==> config.mk <==
export PLATFORM = sky130hd
export DESIGN_NAME = dmem_access_ctrl
export DESIGN_NICKNAME = d
export VERILOG_FILES = /design/src/rtl/dmem_access_ctrl_pkg.sv /design/src/rtl/dmem_access_ctrl_lane.sv /design/src/rtl/dmem_access_ctrl.sv
export SDC_FILE = /design/constraint.sdc
export NUM_CORES = 1
export LEC_CHECK = 0
export BUFFER_PORTS_ARGS = -buffer_cell sky130_fd_sc_hd__buf_4
export CORE_ASPECT_RATIO = 0.9
export CORE_MARGIN = 3
export CORE_UTILIZATION = 40
export CTS_CLUSTER_DIAMETER = 150
export DETAILED_ROUTE_END_ITERATION = 10
export GPL_TIMING_DRIVEN = 0
export PLACE_DENSITY_LB_ADDON = 0.1
export SKIP_LAST_GASP = 1
export SYNTH_ARGS = -nofsm -noshare
export SYNTH_HDL_FRONTEND = slang
export SYNTH_SLANG_ARGS = --single-unit
==> constraint.sdc <==
create_clock -name clk -period 3.3 [get_ports clk]
set_clock_uncertainty 0.05 [all_clocks]
set_input_delay 0.825 -clock clk [delete_from_list [all_inputs] [get_ports clk]]
set_output_delay 0.825 -clock clk [all_outputs]
set_load 0.01 [all_outputs]
==> src/rtl/dmem_access_ctrl_pkg.sv <==
// Shared definitions for the data-memory access controller: word width,
// access-size and FSM state encodings, and the alignment rule.
package dmem_access_ctrl_pkg;

    localparam int WORD = 64;

    typedef enum logic [1:0] {
        SZ_B = 2'd0,
        SZ_H = 2'd1,
        SZ_W = 2'd2,
        SZ_D = 2'd3
    } size_e;

    typedef enum logic [1:0] {
        DM_IDLE = 2'd0,
        DM_REQ  = 2'd1,
        DM_DONE = 2'd2
    } dm_state_e;

    // An access is misaligned when the address is not a multiple of its size.
    function automatic logic misaligned(input logic [2:0] offset, input logic [1:0] size);
        case (size_e'(size))
            SZ_B:    return 1'b0;
            SZ_H:    return offset[0];
            SZ_W:    return |offset[1:0];
            default: return |offset;
        endcase
    endfunction

endpackage

==> src/rtl/dmem_access_ctrl_lane.sv <==
// Combinational byte-lane alignment: byte enables, store-data shift and
// load extract with zero/sign extension (little-endian doubleword port).
module dmem_lane_align
    import dmem_access_ctrl_pkg::*;
(
    input  logic [1:0]      size,
    input  logic            sign_ext,
    input  logic [2:0]      offset,
    input  logic [WORD-1:0] w_data,
    input  logic [WORD-1:0] rdata,
    output logic [7:0]      be,
    output logic [WORD-1:0] wdata,
    output logic [WORD-1:0] load_data
);

    logic [5:0]      shamt;
    logic [WORD-1:0] shifted;

    assign shamt   = {offset, 3'b000};
    assign shifted = rdata >> shamt;
    assign wdata   = w_data << shamt;

    // NOTE: every output of an always_comb gets a value on every path, so no latch is inferred.
    always_comb begin
        case (size_e'(size))
            SZ_B: begin
                be        = 8'h01 << offset;
                load_data = {{(WORD-8){sign_ext & shifted[7]}}, shifted[7:0]};
            end
            SZ_H: begin
                be        = 8'h03 << offset;
                load_data = {{(WORD-16){sign_ext & shifted[15]}}, shifted[15:0]};
            end
            SZ_W: begin
                be        = 8'h0F << offset;
                load_data = {{(WORD-32){sign_ext & shifted[31]}}, shifted[31:0]};
            end
            default: begin
                be        = 8'hFF << offset;
                load_data = shifted;
            end
        endcase
    end

endmodule

==> src/rtl/dmem_access_ctrl.sv <==
// Multi-cycle data-memory access controller (IDLE -> REQ -> DONE) with stall.
// Optional REQ timeout is enabled by defining DMEM_TIMEOUT_EN.
module dmem_access_ctrl
    import dmem_access_ctrl_pkg::*;
#(
    parameter int unsigned TIMEOUT_CYCLES = 255
)
(
    input  logic            clk,
    input  logic            rst,
    input  logic            MemRead,
    input  logic            MemWrite,
    input  logic [1:0]      size,
    input  logic            sign_ext,
    input  logic [WORD-1:0] addr,
    input  logic [WORD-1:0] w_data,
    output logic [WORD-1:0] r_data,
    output logic            stall,
    output logic            mem_err,
    output logic            mem_req,
    output logic            mem_we,
    output logic [WORD-1:0] mem_addr,
    output logic [7:0]      mem_be,
    output logic [WORD-1:0] mem_wdata,
    input  logic            mem_ack,
    input  logic [WORD-1:0] mem_rdata
);

    dm_state_e       state, next_state;
    logic            req, mis, expire;
    logic [2:0]      off_q;
    logic [1:0]      size_q;
    logic            sext_q, we_q;
    logic [7:0]      lane_be;
    logic [WORD-1:0] lane_wdata, lane_load;

    assign req = MemRead | MemWrite;
    assign mis = misaligned(addr[2:0], size);

    // Live inputs drive the lanes while accepting; latched values afterwards.
    dmem_lane_align u_lane (
        .size      (state == DM_IDLE ? size      : size_q),
        .sign_ext  (state == DM_IDLE ? sign_ext  : sext_q),
        .offset    (state == DM_IDLE ? addr[2:0] : off_q),
        .w_data    (w_data),
        .rdata     (mem_rdata),
        .be        (lane_be),
        .wdata     (lane_wdata),
        .load_data (lane_load)
    );

`ifdef DMEM_TIMEOUT_EN
    localparam int CNT_W = $clog2(TIMEOUT_CYCLES + 1);
    logic [CNT_W-1:0] tmo_cnt;

    always_ff @(posedge clk) begin
        if (rst || state != DM_REQ) tmo_cnt <= '0;
        else if (!mem_ack)          tmo_cnt <= tmo_cnt + 1'b1;
    end

    // The count reaches TIMEOUT_CYCLES at the edge ending this cycle; ack wins.
    assign expire = (state == DM_REQ) && !mem_ack && (tmo_cnt == CNT_W'(TIMEOUT_CYCLES - 1));
`else
    assign expire = 1'b0;
`endif

    // NOTE: sequential state uses non-blocking assignments so all flops update together.
    always_ff @(posedge clk) begin
        if (rst) state <= DM_IDLE;
        else     state <= next_state;
    end

    always_comb begin
        next_state = state;
        case (state)
            DM_IDLE: if (req) next_state = mis ? DM_DONE : DM_REQ;
            DM_REQ:  if (mem_ack || expire) next_state = DM_DONE;
            default: next_state = DM_IDLE;
        endcase
    end

    always_comb begin
        stall = ((state == DM_IDLE) && req) || (state == DM_REQ);
    end

    always_ff @(posedge clk) begin
        if (rst) begin
            off_q     <= '0;
            size_q    <= '0;
            sext_q    <= 1'b0;
            we_q      <= 1'b0;
            r_data    <= '0;
            mem_err   <= 1'b0;
            mem_req   <= 1'b0;
            mem_we    <= 1'b0;
            mem_addr  <= '0;
            mem_be    <= '0;
            mem_wdata <= '0;
        end else begin
            case (state)
                DM_IDLE: begin
                    if (req) begin
                        off_q  <= addr[2:0];
                        size_q <= size;
                        sext_q <= sign_ext;
                        we_q   <= MemWrite;
                        if (mis) begin
                            mem_err <= 1'b1;
                            r_data  <= '0;
                        end else begin
                            mem_req   <= 1'b1;
                            mem_we    <= MemWrite;
                            mem_addr  <= {addr[WORD-1:3], 3'b000};
                            mem_be    <= lane_be;
                            mem_wdata <= lane_wdata;
                        end
                    end
                end
                DM_REQ: begin
                    if (mem_ack) begin
                        mem_req <= 1'b0;
                        if (!we_q) r_data <= lane_load;
                    end else if (expire) begin
                        mem_req <= 1'b0;
                        mem_err <= 1'b1;
                        r_data  <= '0;
                    end
                end
                default: ;
            endcase
        end
    end

endmodule

Word-level counts from Yosys, hierarchy flattened
Index checks and enable logic that the tools add are counted.

Register bits: 209. Input port bits: 200.

Equal/unequal tests: 10. Shift operators: 6. Muxes and demuxes: 19. Bitwise operators: 5. Reduce and logical (&&, ||, !) cells: 14.

Operators with widths (number): 64-bit two-way mux (4); 64-bit one-hot mux with 3 select lines (1); 64-bit one-hot mux with 2 select lines (1); 64-bit by 6-bit left shift with 64-bit output (1); 64-bit by 6-bit right shift with 64-bit output (1); 8-bit one-hot mux with 3 select lines (1); 2-bit != test, second input constant (5); 2-bit two-way mux (4); 1-bit by 3-bit left shift with 8-bit output, first input constant (1); 2-bit by 3-bit left shift with 8-bit output, first input constant (1); 4-bit by 3-bit left shift with 8-bit output, first input constant (1); 8-bit by 3-bit left shift with 8-bit output, first input constant (1); 2-bit by 1-bit == test with 1-bit output, second input constant (3); 2-bit logical NOT (3); 3-bit AND reduction (2); 5-bit AND reduction (1); 2-bit == test, second input constant (2); 1-bit two-way mux (4); 2-bit one-hot mux with 2 select lines (1); 2-bit AND reduction (2); 4-bit AND reduction (1); 1-bit bitwise AND (3); 3-bit two-way mux (1); 1-bit one-hot mux with 3 select lines (1); other kinds (8) (8).

Depth between registers and ports, before layout
Word-level depth: 8. Mapped depth: 11. Mapped depth without buffers: 6.

Modules after synthesis
A second synthesis with hierarchy kept.

Cell total of the unflattened synthesis: 1551. Area, all modules: 13639.3 µm².

Modules (own cells, without submodules): dmem_access_ctrl (times used 1, cells each 960, area each 9183.8 µm², seq. area each 4184.0 µm²); dmem_lane_align (times used 1, cells each 591, area each 4455.5 µm², seq. area each 0.0 µm²).

Least setup slack after synthesis
OpenSTA, ideal clock, no wires.

Path kind: input -> register. Start: input port addr[0]. End: register r_data[40]. Arrival time: 2.963 ns. Required time: 3.130 ns. Slack: 0.167 ns. Stages: 8. Path buffers: 2. Cells stage by stage: or3b_1 -> clkbuf_1 -> nand2_1 -> mux2_2 -> o2111a_2 -> o41ai_4 -> buf_6 -> o21ai_2.

Cells in the longest elaborated chain, start to end: 7.

RTL lines: from (decl) (RTL line dmem_access_ctrl.sv:15) `input logic [WORD-1:0] addr,`; 3-bit two-way mux (RTL line dmem_access_ctrl.sv:44) `.offset (state == DM_IDLE ? addr[2:0] : off_q),`; 64-bit by 6-bit right shift with 64-bit output (RTL line dmem_access_ctrl_lane.sv:20) `assign shifted = rdata >> shamt;`; 1-bit bitwise AND (on tied branches) (RTL line dmem_access_ctrl_lane.sv:36, dmem_access_ctrl_lane.sv:28, dmem_access_ctrl_lane.sv:32); 64-bit one-hot mux with 3 select lines (RTL line dmem_access_ctrl_lane.sv:25) `case (size_e'(size))`; 64-bit two-way mux (RTL line dmem_access_ctrl.sv:122) `if (!we_q) r_data <= lane_load;`; 64-bit two-way mux (RTL line dmem_access_ctrl.sv:120) `if (mem_ack) begin`; 64-bit one-hot mux with 2 select lines (RTL line dmem_access_ctrl.sv:100) `case (state)`; to (signal assigned) (RTL line dmem_access_ctrl.sv:122); to (decl) (RTL line dmem_access_ctrl.sv:17) `output logic [WORD-1:0] r_data,`.

Parallel ways exist; a longest one is shown, timed or not. The select of a mux whose other input is x is not followed. A chain may end at the register's enable or synchronous reset.

Final worst setup path
Start: register state[1]. End: register r_data[20].

Cells in the longest elaborated chain, start to end: 8.

RTL lines: from (decl) (RTL line dmem_access_ctrl.sv:29) `dm_state_e state, next_state;`; from (signal assigned) (RTL line dmem_access_ctrl.sv:70) `else state <= next_state;`; 2-bit logical NOT; 3-bit two-way mux (RTL line dmem_access_ctrl.sv:44); 64-bit by 6-bit right shift with 64-bit output (RTL line dmem_access_ctrl_lane.sv:20); 1-bit bitwise AND (on tied branches) (RTL line dmem_access_ctrl_lane.sv:32, dmem_access_ctrl_lane.sv:28); 64-bit one-hot mux with 3 select lines (RTL line dmem_access_ctrl_lane.sv:25); 64-bit two-way mux (RTL line dmem_access_ctrl.sv:122); 64-bit two-way mux (RTL line dmem_access_ctrl.sv:120); 64-bit one-hot mux with 2 select lines (RTL line dmem_access_ctrl.sv:100).

Parallel ways exist; a longest one is shown, timed or not. The select of a mux whose other input is x is not followed.

==> run_results.csv <==
group,metric,value,unit
run_status,status,"finished, final reports clean",
synthesis,synth-seq-cells,209,
worst_setup_path,startpoint_type,"flop",
placed_design,portBuffers,400,
die,fp.dieH,162,µm
worst_setup_path,criticalPathCategory,"flop to flop",
global_route,grt_first_pass_wirelength,71800,µm
cts,cts_tree,"done",
worst_setup_path,critPathMaxFanout,10,
power,leakage,6.52,nW
die,initial_utilization,41.0,%
synthesis,yosysWarnings,0,
placed_design,dp_cells,2014,
global_route,antenna_found_initial,1,
timing,setup_viol,0,
placed_design,routabilityCongestion,0.988,
layout,n_fill_cell,2490,
cts,clk_path_buf_depth,3,
layout,seqCellArea,0.00418,mm²
layout,syn2layout_area_growth,40.1,%
timing,slew_violations,0,
drt,vias_per_cell,5.85,
synthesis,synth_ff_type,"dfxtp_1",
worst_setup_path,critPathArrivalTime,3.62,ns
cts,h-tree-depth,1,
timing,min_period_over_period,97.5,%
timing,finalWorstSetupSlack,0.0825,ns
synthesis,synthCells,1264,
die,std_cell_rows,56,
cts,clk_latency,0.53,ns
drt,routed_wl,50400,µm
drt,drt_iter0_markers,1303,
drt,routedWlPerCell,24.5,µm
power,ir_drop,0.363,mV
timing,max_slew_margin,28.7,%
synthesis,synth_cell_type_count,58,
cts,cts_buffers,24,
die,dieArea,0.0290,mm²
synthesis,synth_edf_count,0,
cts,cts.sinks,209,
die,io_pins,404,
layout,final_nets,1894,
die,die_w,179,µm
placed_design,post-place-ws,-0.765,ns
global_route,grt_start_max_net_pins,13,
global_route,grt-ovfl-total,0,
synthesis,post_synth_instance_area,0.0108,mm²
timing,hold_viol_final,0,
timing,rsz0062_at_grt,"false",
worst_setup_path,critical_path_required,3.70,ns
layout,multi_input_area,0.00616,mm²
cts,holdBufCountCts,0,
power,p_per_area,529,mW/mm²
layout,drive_above_1_share,33.4,%
global_route,grt_pass1_vias,11400,
drt,ant_nets,0,
drt,dr.pass1.iters,7,
drt,via_count,12100,
cts,cts_root_buffer,"clkbuf_16",
worst_hold_path,hold_class,"flop to flop",
global_route,grt_use_total,32.8,%
synthesis,synthArstFlopShare,0,%
timing,max_freq,0.311,GHz
worst_setup_path,end_kind,"flop",
cts,path_clk_slew,0.06,ns
synthesis,seq_area_frac_synth,38.8,%
timing,finalCriticalPeriod,3.22,ns
layout,fin_cells,2060,
timing,tightest_slew,1.06,ns
die,coreArea,0.0263,mm²
synthesis,synth_area_per_cell,8.53,µm²
placed_design,detailed_place_hpwl,39100,µm
run,max_cap_viol_count,0,
drt,drc,0,
[flip-flops by register name, summed over array words and instances, names as in the netlist, 2 cells and up]
name and count:
mem_be 8, off_q 3, r_data 64, size_q 2, state 2, mem_addr 61, mem_wdata 64
[critical path: stages, from the launching register on]
cell and delay [ns]:
dfxtp_1 0.30, buf_6 0.13, buf_2 0.17, o21a_1 0.22
nor2_1 0.25, buf_1 0.73, nand2_1 0.51, a21oi_1 0.38
o21ai_1 0.21, o211ai_1 0.18
[cell usage in the layout, fill, tap and decap left out, types with 13 or more instances in the layout]
cell type,n
nand3_1,14
o21ai_2,31
nor2_1,90
o21ai_0,50
o211ai_1,20
a22oi_1,37
mux2_2,13
mux2i_1,77
a21oi_1,124
dfxtp_1,209
clkbuf_16,24
a311oi_1,17
a32oi_1,14
mux4_2,39
buf_4,410
clkbuf_1,77
o22ai_1,15
nand2_1,285
[kinds of logic after synthesis]
group	after synthesis	synth area share (%)
buffers and inverters	112	4.63
flip-flops	209	38.8
AND/OR/NAND/NOR	439	16.6
multiplexers	131	16.9
AO/OA/AOI/OAI	372	23.0
other	1	0.0348
[area by class of cell]
cell class,instances,share of cell area (%)
multi-input cells,945,40.8
flip-flops and latches,209,27.7
repair buffers,402,20.0
clock buffers,35,4.64
plain buffers,109,3.29
well taps,348,2.88
clock inverters,8,0.695
inverters,3,0.0745
diodes,1,0.0166
[routing by layer]
| metal | vias to the layer above | global-route usage (%) | wire length, µm |
|---|---|---|---|
| met5 | - | 0.694 | 0 |
| met4 | 0 | 10.3 | 1800 |
| met3 | 116 | 10.7 | 6170 |
| met2 | 774 | 48.7 | 21500 |
| met1 | 5712 | 45.2 | 21000 |
| li1 | 5454 | - | - |
[where the power goes]
part	switching (W)	internal, W	leakage (nW)
Sequential	0.000104	0.00268	1.70
Combinational	0.00150	0.000976	4.42
Clock	0.00109	0.00163	0.400
[timing repair]
item	4_1_cts	5_1_grt
buffers inserted	0	2
endpoints found under the setup margin	62	120
pin swaps	1	2
gates resized for setup	9	9
[synth_stat cells, types with 14 or more instances]
master	n	area share, %
o211ai_1	20	1.4
dfxtp_1	209	39
a21oi_1	125	5.8
clkbuf_1	75	2.6
a22oi_1	37	2.6
nor2_1	92	3.2
nand2_1	286	10
a32oi_1	14	1.1
mux2i_1	78	7.2
o21ai_2	31	2.5
mux4_2	39	8.1
o21ai_0	51	2.4
a311oi_1	17	1.4
o22ai_1	15	0.87
nand3_1	14	0.65
[path summary, 6_finish.rpt]
path                        to  depth (start not counted)  slack (ns)         start
hold reg to reg   mem_addr[39]                          2        0.40  mem_addr[39]
setup / recovery    r_data[20]                          9        0.08      state[1]
setup reg to reg    r_data[20]                          9        0.08      state[1]
hold / removal    mem_addr[39]                          2        0.40  mem_addr[39]
[stage by stage]
step | total power [W] | utilization, % | cell area (µm²) | setup TNS, ns | hold WS (ns)
CTS | 0.00793 | 57.4 | 15100 | 0 | 0.403
global route | 0.00825 | 57.5 | 15100 | 0 | 0.418
global placement | 0.00520 | 54.2 | 14200 | -41.02 | 0.389
detailed placement | 0.00522 | 54.2 | 14200 | -42.82 | 0.395
floorplan | 0.00416 | - | 10800 | 0 | 0.386
finish | 0.00799 | 57.5 | 15100 | 0 | 0.403
(Power assumes the default switching activity.)
